<file path="config.mk">
export PLATFORM = sky130hd
export DESIGN_NAME = fnd_scan_ctrl
export DESIGN_NICKNAME = d
export VERILOG_FILES = /design/src/rtl/fnd_scan_ctrl.sv
export SDC_FILE = /design/constraint.sdc
export NUM_CORES = 1
export LEC_CHECK = 0
export BUFFER_PORTS_ARGS = -buffer_cell sky130_fd_sc_hd__buf_2
export CELL_PAD_IN_SITES_DETAIL_PLACEMENT = 1
export CELL_PAD_IN_SITES_GLOBAL_PLACEMENT = 2
export CORE_MARGIN = 1
export CORE_UTILIZATION = 32
export CTS_CLUSTER_SIZE = 30
export DETAILED_ROUTE_END_ITERATION = 8
export GPL_TIMING_DRIVEN = 1
export PLACE_DENSITY = 0.81
export SYNTH_ARGS = -nofsm -noshare
export SYNTH_HDL_FRONTEND = slang
export SYNTH_SLANG_ARGS = --single-unit
</file>
<file path="constraint.sdc">
create_clock -name clk -period 2.1 [get_ports clk]
set_clock_uncertainty 0.1 [all_clocks]
set_input_delay 0.42 -clock clk [delete_from_list [all_inputs] [get_ports clk]]
set_output_delay 0.42 -clock clk [all_outputs]
set_load 0.005 [all_outputs]
</file>
<file path="src/rtl/fnd_scan_ctrl.sv">
// Scan controller for a 4-digit common-anode FND: blanks, drives and decodes one
// digit at a time, and takes new display values only at frame boundaries.
module fnd_scan_ctrl #(
  parameter int SCAN_DIV  = 100000,
  parameter int BLANK_CYC = 1000
) (
  input  logic        clk,
  input  logic        rst,
  input  logic [15:0] din,
  input  logic        din_valid,
  output logic        din_ready,
  input  logic [3:0]  dp_in,
  input  logic        lz_en,
  output logic [6:0]  seg,
  output logic        dp,
  output logic [3:0]  an,
  output logic        frame_tick
);

  localparam int CNT_MAX = (SCAN_DIV > BLANK_CYC) ? SCAN_DIV : BLANK_CYC;
  localparam int CW      = $clog2(CNT_MAX);
  localparam logic [CW-1:0] BLANK_LAST = CW'(BLANK_CYC - 1);
  localparam logic [CW-1:0] SCAN_LAST  = CW'(SCAN_DIV - 1);

  typedef enum logic {BLANK, DRIVE} state_t;

  state_t        state;
  logic [CW-1:0] cnt;
  logic [1:0]    digit;
  logic [15:0]   disp;
  logic [15:0]   pend_val;
  logic          pend;
  logic          tick_int;

  logic [3:0]    nib;
  logic [15:0]   upper;
  logic [6:0]    code;
  logic          suppress;
  logic          frame_end;

  function automatic logic [6:0] hex7(input logic [3:0] v);
    case (v)
      4'h0: hex7 = 7'h40;
      4'h1: hex7 = 7'h79;
      4'h2: hex7 = 7'h24;
      4'h3: hex7 = 7'h30;
      4'h4: hex7 = 7'h19;
      4'h5: hex7 = 7'h12;
      4'h6: hex7 = 7'h02;
      4'h7: hex7 = 7'h58;
      4'h8: hex7 = 7'h00;
      4'h9: hex7 = 7'h10;
      4'hA: hex7 = 7'h20;
      4'hB: hex7 = 7'h03;
      4'hC: hex7 = 7'h27;
      4'hD: hex7 = 7'h21;
      4'hE: hex7 = 7'h04;
      default: hex7 = 7'h0E;
    endcase
  endfunction

  // A digit is a leading zero when it and every more significant nibble are zero.
  always_comb begin
    nib       = disp[{digit, 2'b00} +: 4];
    upper     = disp >> {digit, 2'b00};
    code      = hex7(nib);
    suppress  = lz_en && (digit != 2'd0) && (upper == 16'h0000);
    frame_end = (state == DRIVE) && (cnt == SCAN_LAST) && (digit == 2'd3);
  end

  assign din_ready = ~pend;

  always_ff @(posedge clk) begin
    if (rst) begin
      state      <= BLANK;
      cnt        <= '0;
      digit      <= 2'd0;
      disp       <= 16'h0000;
      pend_val   <= 16'h0000;
      pend       <= 1'b0;
      tick_int   <= 1'b0;
      seg        <= 7'h7F;
      dp         <= 1'b1;
      an         <= 4'hF;
      frame_tick <= 1'b0;
    end else begin
      // Pins are a registered image of the current state, one cycle behind it.
      tick_int   <= frame_end;
      frame_tick <= tick_int;
      if (state == DRIVE) begin
        an  <= ~(4'b0001 << digit);
        seg <= suppress ? 7'h7F : code;
        dp  <= ~dp_in[digit];
      end else begin
        an  <= 4'hF;
        seg <= 7'h7F;
        dp  <= 1'b1;
      end

      case (state)
        BLANK: begin
          if (cnt == BLANK_LAST) begin
            cnt   <= '0;
            state <= DRIVE;
          end else begin
            cnt <= cnt + CW'(1);
          end
        end
        default: begin
          if (cnt == SCAN_LAST) begin
            cnt   <= '0;
            digit <= digit + 2'd1;
            state <= BLANK;
          end else begin
            cnt <= cnt + CW'(1);
          end
        end
      endcase

      // Commit and accept are exclusive: a transfer needs pend low, a commit needs it high.
      if (frame_end && pend) begin
        disp <= pend_val;
        pend <= 1'b0;
      end else if (din_valid && !pend) begin
        pend_val <= din;
        pend     <= 1'b1;
      end
    end
  end

endmodule

</file>
==> metrics.txt <==
worst-path cell chain=mux4_2, inv_2, ha_4, nand2_2, nor3_2, nand3_1, o31a_1, o211ai_1; Die Wd=96.4 um; Yosys top cell area share=0.471; actual slew at the worst max-slew pin=588 ps; Routed WL per cell=13.9 um; critical path launch point=digit[0]; Layout fillers=1,056; DP HPWL=4740 um; fin crit share=0.961; P per Cell Area=724 mW/mm^2; YS warnings=0; Worst Setup Path Type=reg2reg; Post-Syn Nets=344; DRC=0; status=completed; Post-synth top cells=67 x dfxtp_1, 52 x nand2_1, 43 x nor2_1, 21 x mux2i_1, 20 x a21oi_1; WP buf/inv=1; Hold WC Path Type=in2reg; DRT Wirelength=6570 um; total gr overflow=0; Via density=4.85; P&R area growth vs syn=20.7%; Reg2Reg Capture Point=seg[2]; Setup crit end kind=flop; leakage=1.42 nW; crit-path max cell delay=520 ps; fraction of registers with async set/reset=0; I/O Buffers=37; initial antenna violation count=0; dpl ws=-14.6 ps; launch point of the worst reg-to-reg path=digit[0]; library cells used by synthesis=35; peak supply drop=0.294 mV; post-route ant nets=0; Row Count=34; register area share after synthesis=0.471; cell accounting for the most synthesized area=dfxtp_1; RSZ-0062 raised after global routing=yes; clock latency on the worst-skew pair=340 ps; post-synthesis instance total=309; synthesized cell area=0.00285 sq mm; clock buffer depth=2; Crit path max-delay family=multiplexers; Startpoint Class=flop; dominant cell by count in the synthesized netlist=dfxtp_1; Register-to-Register Path Depth=8; slowest CP cell=mux4_2; core area=0.00868 sq mm; number of clock sinks=67; Root Buffer Master=clkbuf_8; die height=96.4 um; worst slew margin relative to its limit=0.600; Total GRT Usage=0.159; # nets final=395; fin worst setup slack=81.8 ps; CTS H-tree depth=3; Synth Area per Inst=9.22 sq um; largest net degree at the start of global routing=32; TritonCTS clock tree=yes; antenna fix cells=0; Iter 0 DRT Violations=42; Final GP Congestion=0.789; 1st-pass router iterations=4; cell depth of the worst setup path=8; Req. time, crit path=2260 ps; Tmin final=2020 ps; dominant synthesized flop cell=dfxtp_1; total number of vias=2,294; clk slew on worst S/H paths=80 ps; R2R setup slack=80 ps; Ports=38; Final Hold Fails=0; Max Fclk=495 MHz; Setup Viol. Count Final=0; first-pass GRT wire length=11,100 um; die area=0.00929 sq mm; DP Area=0.00318 sq mm; cell area after layout=0.00344 sq mm; crit path max fanout=7; Slew Limit Fails=0; initial cell density of the core=0.328; #FFs+latches synth=67; share of layout cells above drive strength 1=0.238; Worst Path Arrival=2180 ps; EDFF count, synth=0; total CTS buffers=9; Setup crit end=seg[2]; vias in the first global route=2,358; max_cap viols=0; top post-synthesis cells by area=dfxtp_1 47%, mux2i_1 7.4%, nand2_1 6.8%
[worst reg2reg max path, delay by kind of cell, from the launching register on]
family          cells  cell delay, ps
flops               1             370
mux                 1             520
fa+ha+maj           1             140
buf+inv             1             100
compound gates      2             460
simple gates        3             260
[per-stage QoR]
stage | instances | total power, mW | util | setup TNS [ps] | hold slack [ps]
finish | 473 | 2.49 | 0.396 | 0 | 210
global route | 473 | 2.61 | 0.396 | -31.1 | 187
CTS | 472 | 2.54 | 0.394 | -2.12 | 193
detailed placement | 453 | 1.44 | 0.367 | -38.6 | 332
global placement | 453 | 1.44 | 0.367 | 0 | 331
floorplan | 309 | 1.39 | - | -6.22 | 314
[cell type report]
| class | count | area (sq um) | area share |
|---|---|---|---|
| clock buffers | 9 | 124 | 0.0360 |
| clock inverters | 7 | 75.1 | 0.0218 |
| inverters | 8 | 30.0 | 0.00873 |
| multi-input cells | 220 | 1420 | 0.412 |
| flip-flops and latches | 67 | 1350 | 0.391 |
| well taps | 108 | 135 | 0.0393 |
| repair buffers | 54 | 313 | 0.0909 |
[cells by family (layout without fill, tap and decap cells)]
kind of cell | Yosys count | count (layout) | synth area share
buf+inv | 22 | 78 | 0.0413
flops | 67 | 67 | 0.471
compound gates | 37 | 37 | 0.0799
xor+xnor | 16 | 16 | 0.0492
simple gates | 131 | 131 | 0.205
fa+ha+maj | 11 | 11 | 0.0483
mux | 25 | 25 | 0.105
[metal layers]
metal | GRT usage | vias to the layer above | routed length (um)
met1 | 0.188 | 1093 | 3060
met2 | 0.271 | 39 | 3160
li1 | - | 1153 | -
met5 | 0 | - | 0
met4 | 0.0613 | 0 | 80
met3 | 0.0462 | 9 | 274
[report_power, final]
part           switching (mW)  internal, mW  total [mW]
clock network           0.530         0.554        1.08
logic                  0.0563        0.0426      0.0989
registers              0.0156          1.29        1.31
[cells in the final DEF (no fill, tap or decap), types with 4 or more instances in the layout]
master | synthesis | final
a21oi_1 | 20 | 20
buf_2 | 3 | 37
buf_4 | 0 | 17
clkbuf_8 | 0 | 9
dfxtp_1 | 67 | 66
ha_1 | 11 | 9
inv_1 | 8 | 6
mux2i_1 | 21 | 20
mux4_2 | 4 | 4
nand2_1 | 52 | 51
nand3_1 | 12 | 12
nand4_1 | 4 | 4
nor2_1 | 43 | 43
nor4_1 | 4 | 4
o211ai_1 | 5 | 5
xnor2_1 | 8 | 8
xor2_1 | 8 | 8
[how the worst min path moves through the flow]
stage / from / to / slack [ps] / cells after the start
detailed placement: tick_int / frame_tick / 330 / 1
finish: din[12] / pend_val[12] / 210 / 3
global placement: tick_int / frame_tick / 330 / 1
CTS: din[10] / pend_val[10] / 190 / 3
floorplan: tick_int / frame_tick / 310 / 1
global route: din[10] / pend_val[10] / 190 / 3
[state kept, by name, summed over array words and instances (netlist names)]
name	count
disp	16
frame_tick	1
cnt	17
dp	1
an	4
digit	2
pend	1
tick_int	1
state	1
seg	7
pend_val	16
[timing repair]
action | in CTS | in global routing
hold buffers | 0 | 0
buffers inserted | 3 | 1
endpoints found under the setup margin | 5 | 7
cloned | 0 | 0
gates resized for setup | 6 | 4
pin swaps | 2 | 3
Power figures use the tool's default switching activity.
